### src/rtl/dodge_game_engine_if.sv
// Dodge game engine bus: control, mouse and pixel-query inputs plus game status outputs.
interface dodge_game_engine_if;
   logic        i_start;
   logic        i_mouse_valid;
   logic [7:0]  i_mouse_dx;
   logic        i_mouse_dx_neg;
   logic [8:0]  i_screen_x;
   logic [9:0]  i_screen_y;
   logic        o_is_obstacle;
   logic        o_is_player;
   logic [8:0]  o_ball_x;
   logic [15:0] o_score;
   logic [1:0]  o_state;
   logic        o_is_gameover;

   modport master (
      output i_start, i_mouse_valid, i_mouse_dx, i_mouse_dx_neg, i_screen_x, i_screen_y,
      input  o_is_obstacle, o_is_player, o_ball_x, o_score, o_state, o_is_gameover
   );

   modport slave (
      input  i_start, i_mouse_valid, i_mouse_dx, i_mouse_dx_neg, i_screen_x, i_screen_y,
      output o_is_obstacle, o_is_player, o_ball_x, o_score, o_state, o_is_gameover
   );
endinterface

### src/rtl/dodge_game_engine.sv
// Dodge game engine: player square steered by mouse deltas, falling obstacle bars with
// random gaps, tick-based scrolling that speeds up with score, and per-pixel sprite queries.
module dodge_game_engine #(
   parameter int AREA_W      = 400,
   parameter int AREA_H      = 600,
   parameter int PLAYER_SIZE = 30,
   parameter int PLAYER_Y    = 560,
   parameter int BAR_H       = 20,
   parameter int GAP_W       = 100,
   parameter int NUM_OBST    = 5,
   parameter int SPACING     = 120,
   parameter int TICK_DIV    = 65536
) (
   input  logic              clk,
   input  logic              arst_n,
   dodge_game_engine_if.slave game
);
   localparam int GAP_RANGE = AREA_W - GAP_W;
   localparam int BALL_MAX  = AREA_W - PLAYER_SIZE;
   localparam int CW        = $clog2(TICK_DIV);

   localparam logic [1:0] S_IDLE = 2'd0;
   localparam logic [1:0] S_RUN  = 2'd1;
   localparam logic [1:0] S_OVER = 2'd2;

   localparam logic [8:0]        BALL_INIT   = 9'(BALL_MAX / 2);
   localparam logic [8:0]        GAP_INIT    = 9'(GAP_RANGE / 2);
   localparam logic [8:0]        GAP_RANGE9  = 9'(GAP_RANGE);
   localparam logic signed [10:0] BALL_MAX_S = 11'(BALL_MAX);
   localparam logic [9:0]        Y_LAST      = 10'(AREA_H - 1);
   localparam logic [10:0]       PY_LO       = 11'(PLAYER_Y);
   localparam logic [10:0]       PY_HI       = 11'(PLAYER_Y + PLAYER_SIZE);
   localparam logic [10:0]       PSIZE       = 11'(PLAYER_SIZE);
   localparam logic [10:0]       BARH        = 11'(BAR_H);
   localparam logic [10:0]       GAPW        = 11'(GAP_W);
   localparam logic [CW-1:0]     CNT_ONES    = {CW{1'b1}};

   if (GAP_RANGE < 256 || GAP_RANGE > 511 || TICK_DIV < 16 ||
       (TICK_DIV & (TICK_DIV - 1)) != 0) begin : g_param_check
      $error("dodge_game_engine: AREA_W-GAP_W must be in [256,511] and TICK_DIV a power of two >= 16");
   end

   logic [1:0]          state;
   logic [8:0]          ball_x;
   logic [9:0]          obst_y [NUM_OBST];
   logic [8:0]          gap_x  [NUM_OBST];
   logic [15:0]         score;
   logic [CW-1:0]       tick_cnt;
   logic [15:0]         lfsr;

   logic [1:0]          level;
   logic [CW-1:0]       tick_last;
   logic                tick;
   logic                collide;
   logic [NUM_OBST-1:0] wrap;
   logic [7:0]          n_wrap;
   logic [16:0]         score_sum;
   logic [15:0]         score_next;
   logic [8:0]          new_gap;
   logic [15:0]         lfsr_next;
   logic signed [10:0]  mouse_sum;
   logic [8:0]          ball_next;
   logic                is_obst;
   logic                is_player;

   // Speed level, tick detection, new gap value and LFSR feedback.
   always_comb begin
      if (score[15:5] != '0 || score[4:3] == 2'b11) level = 2'd3;
      else                                         level = score[4:3];
      // TICK_DIV is a power of two, so period-1 is an all-ones mask shifted by the level.
      tick_last = CNT_ONES >> level;
      tick      = (state == S_RUN) && (tick_cnt == tick_last);
      new_gap   = (lfsr[8:0] < GAP_RANGE9) ? lfsr[8:0] : lfsr[8:0] - GAP_RANGE9;
      lfsr_next = {lfsr[14:0], lfsr[15] ^ lfsr[13] ^ lfsr[12] ^ lfsr[10]};
   end

   // Collision against pre-update positions, wrap detection and saturating score.
   always_comb begin
      logic [10:0] y_ext;
      logic [10:0] g_ext;
      collide = 1'b0;
      wrap    = '0;
      n_wrap  = '0;
      for (int unsigned i = 0; i < NUM_OBST; i++) begin
         y_ext = {1'b0, obst_y[i]};
         g_ext = {2'b00, gap_x[i]};
         if (y_ext < PY_HI && y_ext + BARH > PY_LO &&
             ({2'b00, ball_x} < g_ext || {2'b00, ball_x} + PSIZE > g_ext + GAPW))
            collide = 1'b1;
         wrap[i] = (obst_y[i] == Y_LAST);
         n_wrap  = n_wrap + 8'(wrap[i]);
      end
      score_sum  = {1'b0, score} + 17'(n_wrap);
      score_next = score_sum[16] ? 16'hFFFF : score_sum[15:0];
   end

   // Mouse move in 11-bit signed arithmetic, clamped to the playfield.
   always_comb begin
      if (game.i_mouse_dx_neg)
         mouse_sum = $signed({2'b00, ball_x}) - $signed({3'b000, game.i_mouse_dx});
      else
         mouse_sum = $signed({2'b00, ball_x}) + $signed({3'b000, game.i_mouse_dx});
      if (mouse_sum[10])               ball_next = '0;
      else if (mouse_sum > BALL_MAX_S) ball_next = BALL_MAX_S[8:0];
      else                             ball_next = mouse_sum[8:0];
   end

   // Game state, positions, score, tick counter and free-running LFSR.
   always_ff @(posedge clk or negedge arst_n) begin
      if (!arst_n) begin
         state    <= S_IDLE;
         ball_x   <= BALL_INIT;
         score    <= '0;
         tick_cnt <= '0;
         lfsr     <= 16'hACE1;
         for (int unsigned i = 0; i < NUM_OBST; i++) begin
            obst_y[i] <= 10'(i * SPACING);
            gap_x[i]  <= GAP_INIT;
         end
      end else begin
         lfsr <= lfsr_next;
         case (state)
            S_IDLE: begin
               if (game.i_start) state <= S_RUN;
            end
            S_RUN: begin
               // A same-cycle mouse move still lands; the collision test above used the old ball_x.
               if (game.i_mouse_valid) ball_x <= ball_next;
               if (tick) begin
                  tick_cnt <= '0;
                  if (collide) begin
                     state <= S_OVER;
                  end else begin
                     score <= score_next;
                     for (int unsigned i = 0; i < NUM_OBST; i++) begin
                        if (wrap[i]) begin
                           obst_y[i] <= '0;
                           gap_x[i]  <= new_gap;
                        end else begin
                           obst_y[i] <= obst_y[i] + 10'd1;
                        end
                     end
                  end
               end else begin
                  tick_cnt <= tick_cnt + CW'(1);
               end
            end
            S_OVER: begin
               if (game.i_start) begin
                  state    <= S_IDLE;
                  ball_x   <= BALL_INIT;
                  score    <= '0;
                  tick_cnt <= '0;
                  for (int unsigned i = 0; i < NUM_OBST; i++) begin
                     obst_y[i] <= 10'(i * SPACING);
                     gap_x[i]  <= GAP_INIT;
                  end
               end
            end
            default: state <= S_IDLE;
         endcase
      end
   end

   // Pixel queries against the current obstacle and player positions.
   always_comb begin
      logic [10:0] sx;
      logic [10:0] sy;
      logic [10:0] y_ext;
      logic [10:0] g_ext;
      sx      = {2'b00, game.i_screen_x};
      sy      = {1'b0, game.i_screen_y};
      is_obst = 1'b0;
      for (int unsigned i = 0; i < NUM_OBST; i++) begin
         y_ext = {1'b0, obst_y[i]};
         g_ext = {2'b00, gap_x[i]};
         if (sy >= y_ext && sy < y_ext + BARH && (sx < g_ext || sx >= g_ext + GAPW))
            is_obst = 1'b1;
      end
      is_player = (sx >= {2'b00, ball_x}) && (sx < {2'b00, ball_x} + PSIZE) &&
                  (sy >= PY_LO) && (sy < PY_HI);
   end

   assign game.o_is_obstacle = is_obst;
   assign game.o_is_player   = is_player;
   assign game.o_ball_x      = ball_x;
   assign game.o_score       = score;
   assign game.o_state       = state;
   assign game.o_is_gameover = (state == S_OVER);
endmodule

### src/flat_wrapper.sv
// flat-port wrapper written by rule: the top's interface ports become plain ports
module dodge_game_engine_flat 
#(
   parameter int AREA_W      = 400,
   parameter int AREA_H      = 600,
   parameter int PLAYER_SIZE = 30,
   parameter int PLAYER_Y    = 560,
   parameter int BAR_H       = 20,
   parameter int GAP_W       = 100,
   parameter int NUM_OBST    = 5,
   parameter int SPACING     = 120,
   parameter int TICK_DIV    = 65536
)
  (clk, arst_n, game_i_start, game_i_mouse_valid, game_i_mouse_dx, game_i_mouse_dx_neg, game_i_screen_x, game_i_screen_y, game_o_is_obstacle, game_o_is_player, game_o_ball_x, game_o_score, game_o_state, game_o_is_gameover);
  dodge_game_engine_if game_i ();
  input  logic clk;
  input  logic arst_n;
  input wire logic [$bits(game_i.i_start)-1:0] game_i_start;
  input wire logic [$bits(game_i.i_mouse_valid)-1:0] game_i_mouse_valid;
  input wire logic [$bits(game_i.i_mouse_dx)-1:0] game_i_mouse_dx;
  input wire logic [$bits(game_i.i_mouse_dx_neg)-1:0] game_i_mouse_dx_neg;
  input wire logic [$bits(game_i.i_screen_x)-1:0] game_i_screen_x;
  input wire logic [$bits(game_i.i_screen_y)-1:0] game_i_screen_y;
  output wire logic [$bits(game_i.o_is_obstacle)-1:0] game_o_is_obstacle;
  output wire logic [$bits(game_i.o_is_player)-1:0] game_o_is_player;
  output wire logic [$bits(game_i.o_ball_x)-1:0] game_o_ball_x;
  output wire logic [$bits(game_i.o_score)-1:0] game_o_score;
  output wire logic [$bits(game_i.o_state)-1:0] game_o_state;
  output wire logic [$bits(game_i.o_is_gameover)-1:0] game_o_is_gameover;
  assign game_i.i_start = game_i_start;
  assign game_i.i_mouse_valid = game_i_mouse_valid;
  assign game_i.i_mouse_dx = game_i_mouse_dx;
  assign game_i.i_mouse_dx_neg = game_i_mouse_dx_neg;
  assign game_i.i_screen_x = game_i_screen_x;
  assign game_i.i_screen_y = game_i_screen_y;
  assign game_o_is_obstacle = game_i.o_is_obstacle;
  assign game_o_is_player = game_i.o_is_player;
  assign game_o_ball_x = game_i.o_ball_x;
  assign game_o_score = game_i.o_score;
  assign game_o_state = game_i.o_state;
  assign game_o_is_gameover = game_i.o_is_gameover;
  dodge_game_engine #(.AREA_W(AREA_W), .AREA_H(AREA_H), .PLAYER_SIZE(PLAYER_SIZE), .PLAYER_Y(PLAYER_Y), .BAR_H(BAR_H), .GAP_W(GAP_W), .NUM_OBST(NUM_OBST), .SPACING(SPACING), .TICK_DIV(TICK_DIV)) u_core (.clk(clk), .arst_n(arst_n), .game(game_i));
endmodule
### config.mk
export PLATFORM = sky130hd
export DESIGN_NAME = dodge_game_engine_flat
export DESIGN_NICKNAME = d
export VERILOG_FILES = /design/src/rtl/dodge_game_engine_if.sv /design/src/rtl/dodge_game_engine.sv /design/src/flat_wrapper.sv
export SDC_FILE = /design/constraint.sdc
export NUM_CORES = 1
export LEC_CHECK = 0
export ABC_AREA = 1
export CORE_ASPECT_RATIO = 0.9
export CORE_UTILIZATION = 55
export CTS_CLUSTER_DIAMETER = 80
export CTS_CLUSTER_SIZE = 12
export DETAILED_ROUTE_END_ITERATION = 10
export PLACE_DENSITY = 0.73
export SYNTH_ARGS = -nofsm -noshare
export SYNTH_HDL_FRONTEND = slang
export SYNTH_SLANG_ARGS = --single-unit
export TNS_END_PERCENT = 50
### constraint.sdc
create_clock -name clk -period 5.05 [get_ports clk]
set_input_delay 0.505 -clock clk [delete_from_list [all_inputs] [get_ports clk]]
set_output_delay 0.505 -clock clk [all_outputs]
set_load 0.03 [all_outputs]
==> impl_metrics.json <==
{
  "setup_ws_ns": 0.2669,
  "tns_ns": 0,
  "num_vias": 16940,
  "critical_path_arrival_ns": 5.15,
  "regToRegSetupSlack_ns": 0.27,
  "ant_nets": 0,
  "crit_path_start": "u_core.obst_y[47]",
  "gp_congestion": 0.9832,
  "slew_headroom_pct": 10.40,
  "dpl.hpwl_um": 37560,
  "synth_top_cell_by_area": "ha_1",
  "status": "finished clean",
  "track_usage_pct": 31.72,
  "p_leak_nw": 9.527,
  "htreeDepth": 4,
  "cp-start-kind": "flop",
  "worstReg2RegStart": "u_core.obst_y[47]",
  "start_util_pct": 55.98,
  "grt_max_degree": 117,
  "port_buffers": 61,
  "grt_pass1_wl_um": 81680,
  "total_power_mw": 7.580,
  "antenna_found_initial": 0,
  "rows": 61,
  "drive_gt1_share_pct": 6.193,
  "critPathRequiredTime_ns": 5.42,
  "synth.avg_cell_area_um2": 7.066,
  "cts_sinks": 154,
  "dr.pass1.iters": 7,
  "period_needed_ns": 4.783,
  "synth_most_common_cell": "nand2_1",
  "endpoint_kind": "flop",
  "worstMarginPinSlew_ns": 1.334,
  "route.detailed.drc": 0,
  "die_height_um": 170.3,
  "area.growth.synth_to_final_pct": 10.39,
  "design.core.area_um2": 30910,
  "io_pins": 62,
  "power_density_nw_per_um2": 396.8,
  "cts_buffer_depth": 2,
  "ctsHoldBuffers": 0,
  "final_nets": 2888,
  "synth_cells": 2449,
  "synthFlopType": "dfrtp_1",
  "ys_ff_latch": 154,
  "drv_slew": 0,
  "die_x_um": 189.0,
  "hold_viol_final": 0,
  "grt_pass1_vias": 15960,
  "r2r-end": "u_core.game.o_score[2]",
  "syn-num-nets": 2815,
  "criticalPathCategory": "reg -> reg",
  "final_cells": 2944,
  "synthTopCellsByArea": "ha_1, dfrtp_1, nand2_1",
  "clk_latency_ns": 0.45,
  "diodes": 0,
  "ys.warnings.count": 0,
  "fmax_mhz": 209.1,
  "syn_area_um2": 17310,
  "drt_iter0_drc": 1446,
  "post-place-ws_ns": 0.1077,
  "cts_root_buf": "clkbuf_16",
  "wire_per_inst_um": 17.10,
  "cts_tree": "built",
  "overflow": 0,
  "place_inst": 2911,
  "wl_um": 50330,
  "yosys.cell_types.count": 49,
  "hold_path.class": "in -> async",
  "finalClockSkew_ns": 0.02435,
  "synth_edf_count": 0,
  "yosysSeqAreaShare_pct": 22.62,
  "cts_made_buffers": 17,
  "viasPerCell": 5.752,
  "r2r_cells": 21,
  "async_flop_share_pct": 100.0,
  "synth_common_cells": "nand2_1, ha_1, inv_1",
  "maxCapViolCount": 0,
  "cp_max_fo": 8,
  "clkSlewWorstSetupHoldPaths_ns": 0.09,
  "setup_viol": 0,
  "ir_drop_v": 0.0002817,
  "post-route-period-util_pct": 94.72,
  "endpoint": "u_core.game.o_score[2]",
  "dieArea_um2": 32180,
  "synth_top_area_share_pct": 23.79
}
## cells in the final DEF (no fill, tap or decap), types with 4 or more instances in the layout
master | synthesis | routed
a211oi_1 | 7 | 7
a21o_1 | 7 | 7
a21oi_1 | 185 | 185
a31oi_1 | 14 | 14
and2_1 | 5 | 5
buf_4 | 5 | 32
clkbuf_16 | 0 | 17
clkdlybuf4s50_1 | 0 | 60
clkinv_1 | 4 | 4
clkinv_8 | 0 | 4
dfrtp_1 | 105 | 105
dfstp_2 | 49 | 49
fa_1 | 5 | 5
ha_1 | 329 | 329
inv_1 | 290 | 290
inv_2 | 5 | 5
inv_8 | 0 | 7
nand2_1 | 630 | 628
nand2_4 | 8 | 8
nand3_1 | 231 | 230
nand3b_1 | 11 | 11
nand4_1 | 35 | 35
nor2_1 | 172 | 169
nor2_2 | 6 | 9
nor3_1 | 36 | 35
nor3b_1 | 7 | 7
nor4_1 | 19 | 17
nor4_2 | 2 | 4
o2111ai_1 | 17 | 17
o211ai_1 | 7 | 7
o21ai_0 | 115 | 114
o22ai_1 | 12 | 12
or2_2 | 4 | 4
xnor2_1 | 10 | 10
xor2_1 | 62 | 62
## sequential cells by signal, summed over array words and instances, names as in the netlist
register	flops
u_core.obst_y	50
u_core.gap_x	45
u_core.game.o_score	16
u_core.lfsr	16
u_core.tick_cnt	16
u_core.game.o_ball_x	9
u_core.game.o_state	2
## worst min path at each step
stage	to	slack [ns]	cells past startpoint
after global placement	u_core.lfsr[15]	0.34	0
after detailed placement	u_core.lfsr[10]	0.34	0
after global routing	u_core.gap_x[32]	0.07	1
after floorplan	u_core.game.o_ball_x[1]	0.21	0
after CTS	u_core.lfsr[14]	0.05	1
final	u_core.gap_x[32]	0.03	1
## cell type report
type                            instances  area (µm²)
Clock inverter                         15       186.4
Sequential cell                       154        3915
Tap cell                              409       511.7
Inverter                              299        1122
Multi-Input combinational cell       1955       12050
Timing Repair Buffer                   95       892.1
Fill cell                            2774       11810
Clock buffer                           17       425.4
## stage by stage
step           util (%)  hold slack [ns]  area, µm²
2_1_floorplan         -           0.2094      17310
3_5_place_dp      59.70           0.3418      18450
3_3_place_gp      59.70           0.3375      18450
5_1_grt           61.80          0.06935      19100
6_report          61.80          0.02848      19100
4_1_cts           61.68          0.04758      19070
## power by group
group | switching (mW) | total, mW | internal, mW
Combinational | 2.72 | 4.35 | 1.62
Clock | 0.662 | 1.34 | 0.679
Sequential | 0.344 | 1.89 | 1.55
## repair_timing
item | CTS | global route
setup endpoints to repair | 0 | 15
gates resized for setup | 0 | 8
setup buffers | 0 | 1
## per-layer routing
layer / GRT usage (%) / share of wire (%) / vias to the layer above
met3: 3.774 / 6.6 / 105
met4: 12.24 / 3.7 / 0
met2: 52.40 / 45 / 572
li1: - / - / 8396
met1: 42.35 / 44 / 7862
met5: 0 / 0 / -
## logic make-up (layout without fill, tap and decap cells)
group / Yosys count / after routing / share of synthesized area [%]
and+or+nand+nor: 1172 / 1172 / 29.46
AOI/OAI and AO/OA: 377 / 377 / 11.97
buffers and inverters: 340 / 426 / 7.946
adders and majority gates: 334 / 334 / 24.37
DFF: 154 / 154 / 22.62
xor gates and xnor gates: 72 / 72 / 3.644
## critical path: stages, from the launching register on
cell	delay [ns]
dfrtp_1	0.48
nor4_2	0.37
nand4_1	0.22
inv_1	0.19
ha_1	0.16
inv_1	0.05
fa_1	0.53
inv_1	0.04
ha_1	0.20
fa_1	0.51
inv_1	0.07
fa_1	0.42
o21ai_1	0.18
nand4_1	0.17
nor2_2	0.15
nand3_2	0.12
nor2_2	0.17
nand2_2	0.13
buf_4	0.20
a21oi_1	0.14
nand3_1	0.10
nand2_1	0.11
Power figures use the tool's default switching activity.
==> patch, RTL diff (same flow settings) <==
`NUM_OBST` is set to 5 in 2 places; all go to 6.
--- a/src/rtl/dodge_game_engine.sv
+++ b/src/rtl/dodge_game_engine.sv
@@ -7,7 +7,7 @@
    parameter int PLAYER_Y    = 560,
    parameter int BAR_H       = 20,
    parameter int GAP_W       = 100,
-   parameter int NUM_OBST    = 5,
+   parameter int NUM_OBST    = 6,
    parameter int SPACING     = 120,
    parameter int TICK_DIV    = 65536
 ) (
--- a/src/flat_wrapper.sv
+++ b/src/flat_wrapper.sv
@@ -7,7 +7,7 @@
    parameter int PLAYER_Y    = 560,
    parameter int BAR_H       = 20,
    parameter int GAP_W       = 100,
-   parameter int NUM_OBST    = 5,
+   parameter int NUM_OBST    = 6,
    parameter int SPACING     = 120,
    parameter int TICK_DIV    = 65536
 )
Formal check against the unedited RTL: not equivalent (a bounded check fails within 4 cycles, from zero or initial values and one cycle with arst_n low).
==> patch against the unedited design <==
  * Critical path depth increased by 3
  * Non-clock buffer count increased by 25
  * Design area increased by 13%
  * Die area increased by 13%
  * Cell count increased by 13%
  * Clock skew decreased by 8.3 ps
  * Worst setup slack got worse by 43 ps
  * Sequential cell count increased by 19
  * Power increased by 21%
  * Synthesized area increased by 13%
  * Highest routed layer unchanged
  * Clock power about the same
  * Wire length increased by 15%
==> patch: results (changes against the unedited design) <==
stage;metric;value;unit;change
logic_synthesis;main flop type after synthesis;dfrtp_1;;
grt;GRT Overall Usage;31.9;%;+0.21 points
placement;DP Wirelength;43.8;mm;+16%
grt;vias in the first global route;18100;;+13%
logic_synthesis;Synthesized Nets;3182;;+13%
route;First-pass DRT Iterations;5;;-2
logic_synthesis;Yosys warnings;0;;unchanged
status;status;complete, no violations;;
route;drt via density;5.77;;+0.31%
power;maximum vdd drop;0.000377;V;+34%
grt;initial antenna violation count;0;;unchanged
clock_network;H-tree Lvls;4;;unchanged
power;sw frac;50.5;%;+1.3 points
power;Leakage;0.0109;µW;+14%
placement;dpl ws;81.1;ps;-26.6 ps
logic_synthesis;sequential share of the synthesized area;22.5;%;-0.15 points
placement;GP Congestion;0.965;;-1.9%
logic_synthesis;share of flip-flops with an asynchronous set or reset after synthesis;100;%;unchanged
worst_setup_path;CP max stage delay;530;ps;about the same
grt;largest net degree at the start of global routing;94;;-20%
cells_and_area;top flop regs;u_core.obst_y (60), u_core.gap_x (54);;
route;number of DRC markers in iteration 0;1276;;-12%
clock_network;clk slew on worst S/H paths;70;ps;-20 ps
clock_network;clk_lat worst skew;460;ps;
sta;worst rel slew slack;26.6;%;+16 points
worst_setup_path;Crit path max-delay family;adder cells;;
route;routed len/inst;17.3;µm;+1.4%
cells_and_area;# nets final;3269;;+13%
grt;total grt overflow;0;;unchanged
logic_synthesis;dominant cells by area after synthesis;ha_1 (25%), dfrtp_1 (15%), nand2_1 (14%);;
clock_network;Clock Path Buffers;2;;unchanged
cells_and_area;share of layout cells above drive strength 1;6.89;%;+0.70 points
logic_synthesis;Cells after Synth;2759;;+13%
logic_synthesis;Netlist cell types;53;;+8.2%
worst_setup_path;critical path data arrival time;5220;ps;+70 ps
worst_setup_path;Worst Path Max Fanout;4;;-4
placement;Port Buf Inserts;61;;unchanged
grt;first-pass GRT wire length;93.0;mm;+14%
logic_synthesis;Post-synth top cells;nand2_1 (716), ha_1 (385), inv_1 (308), nand3_1 (237), nor2_1 (214);;
sta;final setup vio count;0;;unchanged
clock_network;CTS root buf;clkbuf_16;;
cells_and_area;# diodes;0;;unchanged
sta;Worst Clk Skew;16.0;ps;-8.33 ps
clock_network;TritonCTS Buffers;17;;unchanged
worst_setup_path;slowest CP cell;dfstp_2;;
route;Detailed Route WL;57.7;mm;+15%
-- patch: layer usage --
metal	track usage (%)	wire (µm)	vias to the layer above
li1	-	-	9468
met4	14.4	2330	0
met3	3.97	3710	135
met2	51.7	26000	665
met5	0	0	-
met1	42.6	25700	8935
-- patch: worst register-to-register path, delay by kind of cell, from the launching register on --
kind / cells / cell delay (ps)
adders and majority gates: 6 / 2180
and+or+nand+nor: 7 / 960
buffers and inverters: 9 / 790
DFF: 1 / 530
AOI/OAI and AO/OA: 2 / 310
-- patch: logic make-up (layout without fill, tap and decap cells) --
family | after synthesis | after routing | share of synthesized area [%]
xor gates and xnor gates | 91 | 91 | 4.07
and+or+nand+nor | 1310 | 1310 | 28.5
buffers and inverters | 371 | 471 | 7.66
AOI/OAI and AO/OA | 423 | 423 | 12.1
adders and majority gates | 391 | 391 | 25.2
DFF | 173 | 173 | 22.5
-- patch: timing repair --
| item | in CTS | in global routing |
|---|---|---|
| setup endpoints to repair | 0 | 15 |
| gates resized for setup | 0 | 11 |
| setup buffers | 0 | 1 |
-- patch: power groups by stage --
stage	clock network [µW]	logic, µW	registers, µW
after floorplan	0	3820	2230
after global placement	0	5280	2240
after detailed placement	0	5470	2260
after CTS	1370	5510	2240
after global routing	1420	6330	2300
final	1340	5580	2250
-- patch: cell type report --
cell class,instances,area (µm²)
clock buffer,17,425
clock inverter,15,164
fill,3196,13500
inverter,319,1200
multi-input combinational,2215,13700
sequential,173,4400
tap,469,587
timing repair buffer,120,1080
-- patch: path summary, 6_finish.rpt --
| check | startpoint | to | slack (ps) | cells past startpoint |
|---|---|---|---|---|
| hold reg to reg | u_core.lfsr[14] | u_core.lfsr[15] | 360 | 0 |
| setup reg to reg | u_core.obst_y[43] | u_core.game.o_score[5] | 220 | 24 |
| min in group clk | u_core.lfsr[14] | u_core.lfsr[15] | 360 | 0 |
| setup / recovery | u_core.obst_y[43] | u_core.game.o_score[5] | 220 | 24 |
| max in group asynchronous | arst_n | u_core.obst_y[3] | 3800 | 2 |
| hold / removal | arst_n | u_core.gap_x[6] | 140 | 1 |
-- patch: through the flow --
step | area [µm²] | utilization, %
2_1_floorplan | 19600 | -
3_3_place_gp | 21000 | 59.8
3_5_place_dp | 21000 | 59.8
4_1_cts | 21500 | 61.4
5_1_grt | 21600 | 61.6
6_report | 21600 | 61.6
